### src/rtl/board_io_pkg.sv
// Shared constants and helpers for board-level pushbutton handling in the clk_27 domain.
// Holds a clog2 helper, the default debounce and auto-repeat timings for a 27 MHz clock,
// and the counter widths derived from those defaults.
package board_io_pkg;

  // Bits needed to hold the values 0..value-1. Never returns less than 1.
  function automatic int clog2(input int value);
    int w;
    w = 1;
    while ((1 << w) < value) w++;
    return w;
  endfunction

  function automatic int max2(input int a, input int b);
    return (a > b) ? a : b;
  endfunction

  // 10 ms, 0.5 s and 0.1 s at 27 MHz
  localparam int DB_CYCLES_27M     = 270000;
  localparam int REPEAT_DELAY_27M  = 13500000;
  localparam int REPEAT_PERIOD_27M = 2700000;

  localparam int DB_CW_27M  = clog2(DB_CYCLES_27M);
  localparam int RPT_CW_27M = clog2(max2(REPEAT_DELAY_27M, REPEAT_PERIOD_27M));

endpackage

### src/rtl/debounce_channel.sv
// One debounced pushbutton: 2-flop synchroniser, stability counter, press/release pulses.
// Latency: a steady raw change shows on pb_state and its pulse DB_CYCLES+2 edges after first sampled.
// No backpressure: pulses are single-cycle and must be consumed when asserted.
// Ports: clk_27/reset_L clock and async active-low reset; pb_raw raw line; pb_state clean level
// (1 = pressed); pb_down/pb_up one-cycle pulses; state_nxt is the next pb_state value.
// With PB_AUTO_REPEAT_EN defined a hold counter adds repeat pb_down pulses while pressed.
module debounce_channel
  import board_io_pkg::*;
#(
  parameter int DB_CYCLES     = DB_CYCLES_27M,
  parameter bit ACTIVE_LOW_IN = 1'b1,
  parameter int REPEAT_DELAY  = REPEAT_DELAY_27M,
  parameter int REPEAT_PERIOD = REPEAT_PERIOD_27M
) (
  input  logic clk_27,
  input  logic reset_L,
  input  logic pb_raw,
  output logic pb_state,
  output logic pb_down,
  output logic pb_up,
  output logic state_nxt
);

  localparam int            CW       = clog2(DB_CYCLES);
  localparam logic [CW-1:0] CNT_LAST = CW'(DB_CYCLES - 1);

  logic          sync_1;
  logic          sync_2;
  logic [CW-1:0] db_cnt;
  logic          state_q;
  logic          down_q;
  logic          up_q;
  logic          pressed;
  logic          differ;
  logic          accept;
  logic          rpt_fire;

  assign pressed   = sync_2 ^ ACTIVE_LOW_IN;
  assign differ    = pressed ^ state_q;
  // The counter only reaches CNT_LAST after DB_CYCLES-1 differing cycles, so the
  // DB_CYCLES-th consecutive differing cycle is the one that flips the level.
  assign accept    = differ && (db_cnt == CNT_LAST);
  assign state_nxt = state_q ^ accept;

  always_ff @(posedge clk_27 or negedge reset_L) begin
    if (!reset_L) begin
      // Sync flops start at the released level so reset exit never looks like a press.
      sync_1  <= ACTIVE_LOW_IN;
      sync_2  <= ACTIVE_LOW_IN;
      db_cnt  <= '0;
      state_q <= 1'b0;
      down_q  <= 1'b0;
      up_q    <= 1'b0;
    end else begin
      sync_1  <= pb_raw;
      sync_2  <= sync_1;
      if (!differ || accept) db_cnt <= '0;
      else                   db_cnt <= db_cnt + 1'b1;
      state_q <= state_nxt;
      down_q  <= (accept & ~state_q) | rpt_fire;
      up_q    <= accept & state_q;
    end
  end

`ifdef PB_AUTO_REPEAT_EN
  localparam int            RW          = clog2(max2(REPEAT_DELAY, REPEAT_PERIOD));
  localparam logic [RW-1:0] DELAY_LAST  = RW'(REPEAT_DELAY - 1);
  localparam logic [RW-1:0] PERIOD_LAST = RW'(REPEAT_PERIOD - 1);

  logic [RW-1:0] rpt_cnt;
  logic          rpt_armed;  // 0 while waiting out the initial delay, 1 once repeating

  // Suppressed on the release-accept cycle so a repeat never lands with pb_up.
  assign rpt_fire = state_q && !accept &&
                    (rpt_cnt == (rpt_armed ? PERIOD_LAST : DELAY_LAST));

  always_ff @(posedge clk_27 or negedge reset_L) begin
    if (!reset_L) begin
      rpt_cnt   <= '0;
      rpt_armed <= 1'b0;
    end else if (!state_q || accept) begin
      rpt_cnt   <= '0;
      rpt_armed <= 1'b0;
    end else if (rpt_fire) begin
      rpt_cnt   <= '0;
      rpt_armed <= 1'b1;
    end else begin
      rpt_cnt   <= rpt_cnt + 1'b1;
    end
  end
`else
  assign rpt_fire = 1'b0;

  // Repeat timings have no hardware in this build.
  logic unused_rpt_cfg;
  assign unused_rpt_cfg = ^{REPEAT_DELAY, REPEAT_PERIOD};
`endif

  assign pb_state = state_q;
  assign pb_down  = down_q;
  assign pb_up    = up_q;

endmodule

### src/rtl/pushbutton_debounce_bank.sv
// Bank of NUM_CH independent debounced pushbuttons with press/release pulses and a pressed-any flag.
// Latency: DB_CYCLES+2 edges from first sample of a steady raw change to pb_state/pulse/pb_any.
// No backpressure: all outputs are registered levels or one-cycle pulses.
// Ports: clk_27 clock; reset_L async active-low reset; pb_raw raw lines (polarity per ACTIVE_LOW_IN);
// pb_state debounced levels (1 = pressed); pb_down/pb_up per-channel pulses; pb_any OR of pb_state.
// Optional macro PB_AUTO_REPEAT_EN enables auto-repeat pb_down pulses while a button is held.
module pushbutton_debounce_bank
  import board_io_pkg::*;
#(
  parameter int NUM_CH        = 4,
  parameter int DB_CYCLES     = DB_CYCLES_27M,
  parameter int ACTIVE_LOW_IN = 1,
  parameter int REPEAT_DELAY  = REPEAT_DELAY_27M,
  parameter int REPEAT_PERIOD = REPEAT_PERIOD_27M
) (
  input  logic              clk_27,
  input  logic              reset_L,
  input  logic [NUM_CH-1:0] pb_raw,
  output logic [NUM_CH-1:0] pb_state,
  output logic [NUM_CH-1:0] pb_down,
  output logic [NUM_CH-1:0] pb_up,
  output logic              pb_any
);

  logic [NUM_CH-1:0] state_nxt;

  for (genvar ch = 0; ch < NUM_CH; ch++) begin : g_ch
    debounce_channel #(
      .DB_CYCLES     (DB_CYCLES),
      .ACTIVE_LOW_IN (ACTIVE_LOW_IN != 0),
      .REPEAT_DELAY  (REPEAT_DELAY),
      .REPEAT_PERIOD (REPEAT_PERIOD)
    ) u_ch (
      .clk_27    (clk_27),
      .reset_L   (reset_L),
      .pb_raw    (pb_raw[ch]),
      .pb_state  (pb_state[ch]),
      .pb_down   (pb_down[ch]),
      .pb_up     (pb_up[ch]),
      .state_nxt (state_nxt[ch])
    );
  end

  // Built from next-state values so pb_any moves on the same edge as pb_state.
  always_ff @(posedge clk_27 or negedge reset_L) begin
    if (!reset_L) pb_any <= 1'b0;
    else          pb_any <= |state_nxt;
  end

endmodule

### config.mk
export PLATFORM = sky130hd
export DESIGN_NAME = pushbutton_debounce_bank
export DESIGN_NICKNAME = d
export VERILOG_FILES = /design/src/rtl/board_io_pkg.sv /design/src/rtl/debounce_channel.sv /design/src/rtl/pushbutton_debounce_bank.sv
export SDC_FILE = /design/constraint.sdc
export NUM_CORES = 1
export LEC_CHECK = 0
export ABC_AREA = 1
export CORE_MARGIN = 3
export CORE_UTILIZATION = 45
export CTS_CLUSTER_SIZE = 28
export DETAILED_ROUTE_END_ITERATION = 10
export GPL_TIMING_DRIVEN = 0
export SYNTH_ARGS = -nofsm -noshare
export SYNTH_HDL_FRONTEND = slang
export SYNTH_SLANG_ARGS = --single-unit
### constraint.sdc
create_clock -name clk_27 -period 1.81 [get_ports clk_27]
set_input_delay 0.2715 -clock clk_27 [delete_from_list [all_inputs] [get_ports clk_27]]
set_output_delay 0.2715 -clock clk_27 [all_outputs]
set_load 0.005 [all_outputs]
==> run metrics, run 1 <==
max cap viols=0; Overflow after GRT=0; placed insts=778; Leak=0.002528 uW; final period utilization=0.9234; largest net degree at the start of global routing=71; layout net count=660; first-iteration detailed-routing DRC count=186; Vias=3832; share of the synthesized area in the top cell type=0.4352; reg2reg setup slack=220 ps; # Post-CTS Setup Buffers=0; Seq/Total Area, Yosys=0.4763; Pwr Density=734.8 nW/um2; H-tree Lvls=3; Antenna Nets Post-Route=0; CP arrival=1400 ps; DRC=0; ranking of synthesized cells by area=dfrtp_1 44%, nor2_1 9.6%, nand2_1 7.3%; CP Launch Type=flop; die width=112.6 um; Vias/cell=4.820; drt first pass iters=5; layout cells sized above 1=0.1557; Non-Filler Instances=795; Synth Register Bits=97; IO Pins=19; Root Driver=clkbuf_16; drt wl/cell=11.98 um; measured slew at the worst slew-check pin=407.6 ps; Clock Skew=6.318 ps; initial antenna violation count=0; Slew Limit Fails=0; Die Y=112.6 um; min cycle time layout=1671 ps; VDD IR-drop max=0.4140 mV; Post-synth EDFFs=0; post-DP HPWL=6890 um; Max transition margin=0.7262; top layer in use=met4; GPL Wtd Cong=0.8618; Crit Path Max Fanout=5; type of element capturing the critical path=output pin; M1 wire length=4744 um; Row Count=38; Mapped Cells=619; P&R area growth vs syn=13.37%; post-synth top area cell=dfrtp_1; Mean Syn Cell Area=8.267 um2; Reg clk slew, reported paths=70 ps; GRT Overall Usage=0.1668; status=completed; die area=12690 um2; syn nets=629; most common flop cell mapped by yosys=dfrtp_1; met2 wire len=4366 um; synth unique cells=32; Max clock buf depth=2; total CTS buffers=9; global-route wire length before repair=17340 um; WHS=329.9 ps; WP data required=1540 ps; fin util=0.5283; Starting Density=0.4659; Fmax=598.3 MHz; Buffers on Ports=18; Hold Fails Final Rpt=0; Synth warnings=0; Setup violations, final=0; worst hold path type=input port to flop; Crit Path Category=flop to output pin; Inserted Diodes=0; total power=4263 uW; CTS tree=yes; core area=10980 um2; ys async rst share=1.000; clk_lat worst skew=340 ps; Sinks on Clock Net=97; DRT Wirelength=9523 um; Met3 Routed Length=199 um; Mapped Area=5117 um2; vias in the first global route=3824; unrepaired setup endpoints after global routing=no
## final cells by class
class / instances / area [um2]
Fill cell: 1050 / 5181
Clock inverter: 2 / 10.01
Tap cell: 140 / 175.2
Inverter: 79 / 296.5
Clock buffer: 14 / 284.0
Buffer: 15 / 123.9
Timing Repair Buffer: 20 / 215.2
Sequential cell: 97 / 2437
Multi-Input combinational cell: 428 / 2260
## metal layers
metal / up-vias / GRT usage
li1: 2002 / -
met1: 1780 / 0.2280
met2: 36 / 0.2611
met3: 14 / 0.02695
met4: 0 / 0.07692
met5: - / 0
## worst max-delay path: stages (launching register included)
cell and delay (ps):
dfrtp_1 440, buf_4 140, clkdlybuf4s50_1 480
## synth_stat cells (all sizes together), types with 4 or more instances
cell type / number
nor2: 158
nand2: 116
dfrtp: 89
inv: 79
nor3: 35
nand3: 33
xor2: 25
nand4: 17
buf: 15
a21oi: 13
o21ai: 10
dfstp: 8
nor3b: 6
xnor2: 5
ha: 4
## report_power, final
group | internal [uW] | switching (uW) | total, uW
registers | 2210 | 25.3 | 2230
clock network | 1080 | 800 | 1880
logic | 52.1 | 101 | 153
total | 3340 | 927 | 4260
## through the flow
stage | setup TNS [ps] | cell area [um2] | worst slack (ps)
global placement | -302530 | 5473 | -3226
finish | 0 | 5802 | 138.6
detailed placement | 0 | 5498 | 209.6
CTS | 0 | 5802 | 107.1
floorplan | 0 | 5117 | 429.7
global route | 0 | 5802 | 85.00
## registers in the layout, indices dropped and copies added (netlist names)
name,count
g_ch.u_ch.pb_down,4
g_ch.u_ch.db_cnt,76
g_ch.u_ch.sync_2,4
g_ch.u_ch.pb_state,4
g_ch.u_ch.sync_1,4
pb_any,1
g_ch.u_ch.pb_up,4
## kinds of logic after synthesis
logic type      count (synthesis)  synth area share
buf+inv                        94           0.08215
compound gates                 27           0.02959
xor+xnor                       30           0.05134
flops                          97            0.4763
fa+ha+maj                       4          0.009780
simple gates                  367            0.3509
## timing repair
action | in CTS | in global routing
endpoints found under the hold margin | 27 | 0
gates resized for setup | 0 | 0
hold buffers | 1 | 0
## worst paths after layout
check,start,to,cells after the start
setup / recovery,g_ch[0].u_ch.pb_state,pb_state[0],2
setup reg to reg,g_ch[1].u_ch.db_cnt[0],g_ch[1].u_ch.db_cnt[16],9
hold / removal,pb_raw[3],g_ch[3].u_ch.sync_1,1
min in group asynchronous,reset_L,g_ch[2].u_ch.db_cnt[15],2
hold reg to reg,g_ch[0].u_ch.sync_1,g_ch[0].u_ch.sync_2,0
max in group asynchronous,reset_L,g_ch[0].u_ch.sync_2,3
## cells in the final DEF, fill, tap and decap left out, types with 2 or more instances in the layout
| master | instances |
|---|---|
| ha_1 | 4 |
| buf_6 | 3 |
| nand2_4 | 4 |
| nand2_2 | 13 |
| inv_2 | 6 |
| xor2_1 | 25 |
| dfrtp_1 | 89 |
| nor2_4 | 12 |
| inv_1 | 73 |
| nand3_2 | 6 |
| nor3_1 | 34 |
| clkbuf_16 | 9 |
| clkbuf_8 | 4 |
| nand2_1 | 99 |
| a21oi_1 | 13 |
| buf_4 | 13 |
| clkdlybuf4s50_1 | 17 |
| nand4_1 | 17 |
| nand3_4 | 2 |
| nor2_1 | 131 |
| clkinv_2 | 2 |
| nor2_2 | 15 |
| o21ai_0 | 9 |
| nor3b_1 | 5 |
| xnor2_1 | 5 |
| dfstp_2 | 8 |
| nand3_1 | 25 |
Note: power is estimated with default switching activity, not from simulation.
==> run 2, diff against run 1 <==
CTS_CLUSTER_DIAMETER = 80   (was default)
PLACE_DENSITY = 0.64   (was default)
TNS_END_PERCENT = 30   (was default)
==> run 2 against run 1 <==
  * Sequential share of layout area is 0.25 points lower
  * Design area increased by 0.60%
  * Utilization increased by 0.32 points
  * First-iteration DRC count fell by 9.1%
  * Cell count is 0.13% lower
  * Flip-flop and latch count is the same
  * Non-clock buffer count did not move
  * Critical path type unchanged
  * Critical endpoint is now pb_state[2]
  * Largest cell class unchanged
==> run metrics, run 2 (synthesis results as in run 1) <==
Hold Fails Final Rpt=0 (unchanged); DRC=0 (unchanged); Buffers on Ports=18 (unchanged); number of cells upsized or downsized after cts=0 (unchanged); core area=10980 um2 (unchanged); commonest non-fill, non-tap cell in the layout=nor2_1; die width=112.6 um (unchanged); type of element capturing the critical path=output pin; Die Y=112.6 um (unchanged); max reg flops=76 (unchanged); total power=4481 uW (+5.1%); min cycle time layout=1665 ps (-6.883 ps); Setup WS post-layout=145.4 ps (+6.883 ps); H-tree Lvls=3 (unchanged); drt wl/cell=12.06 um (+0.64%); Sinks on Clock Net=97 (unchanged); total CTS buffers=9 (unchanged); largest net degree at the start of global routing=52 (-27%); measured slew at the worst slew-check pin=612.0 ps (+204.4 ps); Multi-input gate area=2260 um2 (unchanged); area of placed instances=5498 um2 (unchanged); Filler cells=1030 (-1.9%); global-route wire length before repair=17280 um (-0.36%); Root Driver=clkbuf_16; placed insts=778 (unchanged); Non-Filler Instances=794 (-0.13%); P&R area growth vs syn=14.06%; layout net count=660 (unchanged); most frequent cells in the layout=131 x nor2_1, 99 x nand2_1, 89 x dfrtp_1; Antenna Nets Post-Route=0 (unchanged); Crit Path Category=flop to output pin; layout cells sized above 1=0.1560 (+0.0002381); WP data required=1540 ps (about the same); setup tns final=0 ps (unchanged); vias in the first global route=3945 (+3.2%); GPL Wtd Cong=0.9153 (+6.2%); Crit Path Max Fanout=5 (unchanged); Max transition margin=0.5920 (-0.1342); IO Pins=19 (unchanged); status=completed; Slew Limit Fails=0 (unchanged); Row Count=38 (unchanged); Vias=3903 (+1.9%); Reg with most FFs=g_ch.u_ch.db_cnt; dpl ws=227.3 ps (+17.77 ps); post-DP HPWL=7042 um (+2.2%); Fmax=600.8 MHz (+0.41%); initial antenna violation count=0 (unchanged); clk_lat worst skew=350 ps (about the same); Setup violations, final=0 (unchanged); unrepaired setup endpoints after global routing=no; Pwr Density=767.7 nW/um2 (+4.5%); Max clock buf depth=2 (unchanged); Overflow after GRT=0 (unchanged); final period utilization=0.9196 (-0.003803); Starting Density=0.4659 (unchanged); CP Launch Type=flop; Reg clk slew, reported paths=70 ps (about the same); VDD IR-drop max=0.4365 mV (+5.4%); GRT Overall Usage=0.1658 (-0.001028); DRT Wirelength=9572 um (+0.51%); die area=12690 um2 (unchanged); Vias/cell=4.916 (+2.0%); Leak=0.002537 uW (+0.36%); worst hold path type=input port to flop; CTS tree=yes; first-iteration detailed-routing DRC count=169 (-9.1%); Clock Skew=8.104 ps (+1.786 ps); drt first pass iters=4 (-1); CP arrival=1390 ps (about the same); register area=2437 um2 (unchanged); Finished Cell Area=5837 um2 (+0.60%); max cap viols=0 (unchanged); Inserted Diodes=0 (unchanged)
## run 2: cell count changes in the layout (fill, tap and decap cells not counted)
cell        change
bufinv_16       +2
clkbuf_1        -1
clkbuf_8        -2
clkinv_2        -2
clkinv_4        +1
clkinvlp_4      +1
## run 2: through the flow
| step | hold WS, ps | utilization |
|---|---|---|
| 4_1_cts | 314.0 | 0.5314 |
| 6_report | 324.7 | 0.5314 |
| 3_3_place_gp | 346.0 | 0.4983 |
| 3_5_place_dp | 339.5 | 0.5006 |
| 2_1_floorplan | -24.09 | - |
| 5_1_grt | 325.5 | 0.5314 |
## run 2: worst paths after layout
path,startpoint,end,slack (ps),cells after the start
hold / removal,pb_raw[2],g_ch[2].u_ch.sync_1,320,1
setup / recovery,g_ch[2].u_ch.pb_state,pb_state[2],150,2
setup reg to reg,g_ch[3].u_ch.db_cnt[0],g_ch[3].u_ch.db_cnt[6],220,8
min in group asynchronous,reset_L,g_ch[2].u_ch.db_cnt[16],470,2
hold reg to reg,g_ch[0].u_ch.sync_1,g_ch[0].u_ch.sync_2,350,0
max in group asynchronous,reset_L,g_ch[1].u_ch.sync_1,630,3
## run 2: timing repair
action                                 CTS  global route
buffers inserted                         0             0
endpoints found under the hold margin   44             0
hold buffers                             1             0
## run 2: critical path, stage by stage, from the launching register on
cell and delay, ps:
dfrtp_1 420, buf_4 130, clkdlybuf4s50_1 490
## run 2: per-layer routing
| metal | global-route usage | routed length (um) | vias to the layer above |
|---|---|---|---|
| met5 | 0 | 0 | - |
| met4 | 0.05849 | 172 | 0 |
| met3 | 0.03989 | 269 | 16 |
| met2 | 0.2694 | 4466 | 45 |
| met1 | 0.2172 | 4663 | 1842 |
| li1 | - | - | 2000 |
## run 2: where the power goes
| part | internal [uW] | switching (uW) | leakage, uW |
|---|---|---|---|
| sequential | 2210 | 25.5 | 0.00132 |
| clock | 1280 | 817 | 0.000158 |
| combinational | 52.1 | 100 | 0.00106 |
| total | 3540 | 943 | 0.00254 |
## run 2: area by class of cell
class | instances | share of cell area
multi-input cells | 428 | 0.3871
clock inverters | 4 | 0.01308
well taps | 140 | 0.03001
plain buffers | 15 | 0.02122
inverters | 79 | 0.05080
repair buffers | 20 | 0.03687
flip-flops and latches | 97 | 0.4176
clock buffers | 11 | 0.04330
==> run 3, diff against run 2 <==
CTS_CLUSTER_DIAMETER = 120   (was 80)
==> results of run 3 <==
Final layout, timing and power as in run 2 (identical DEF).
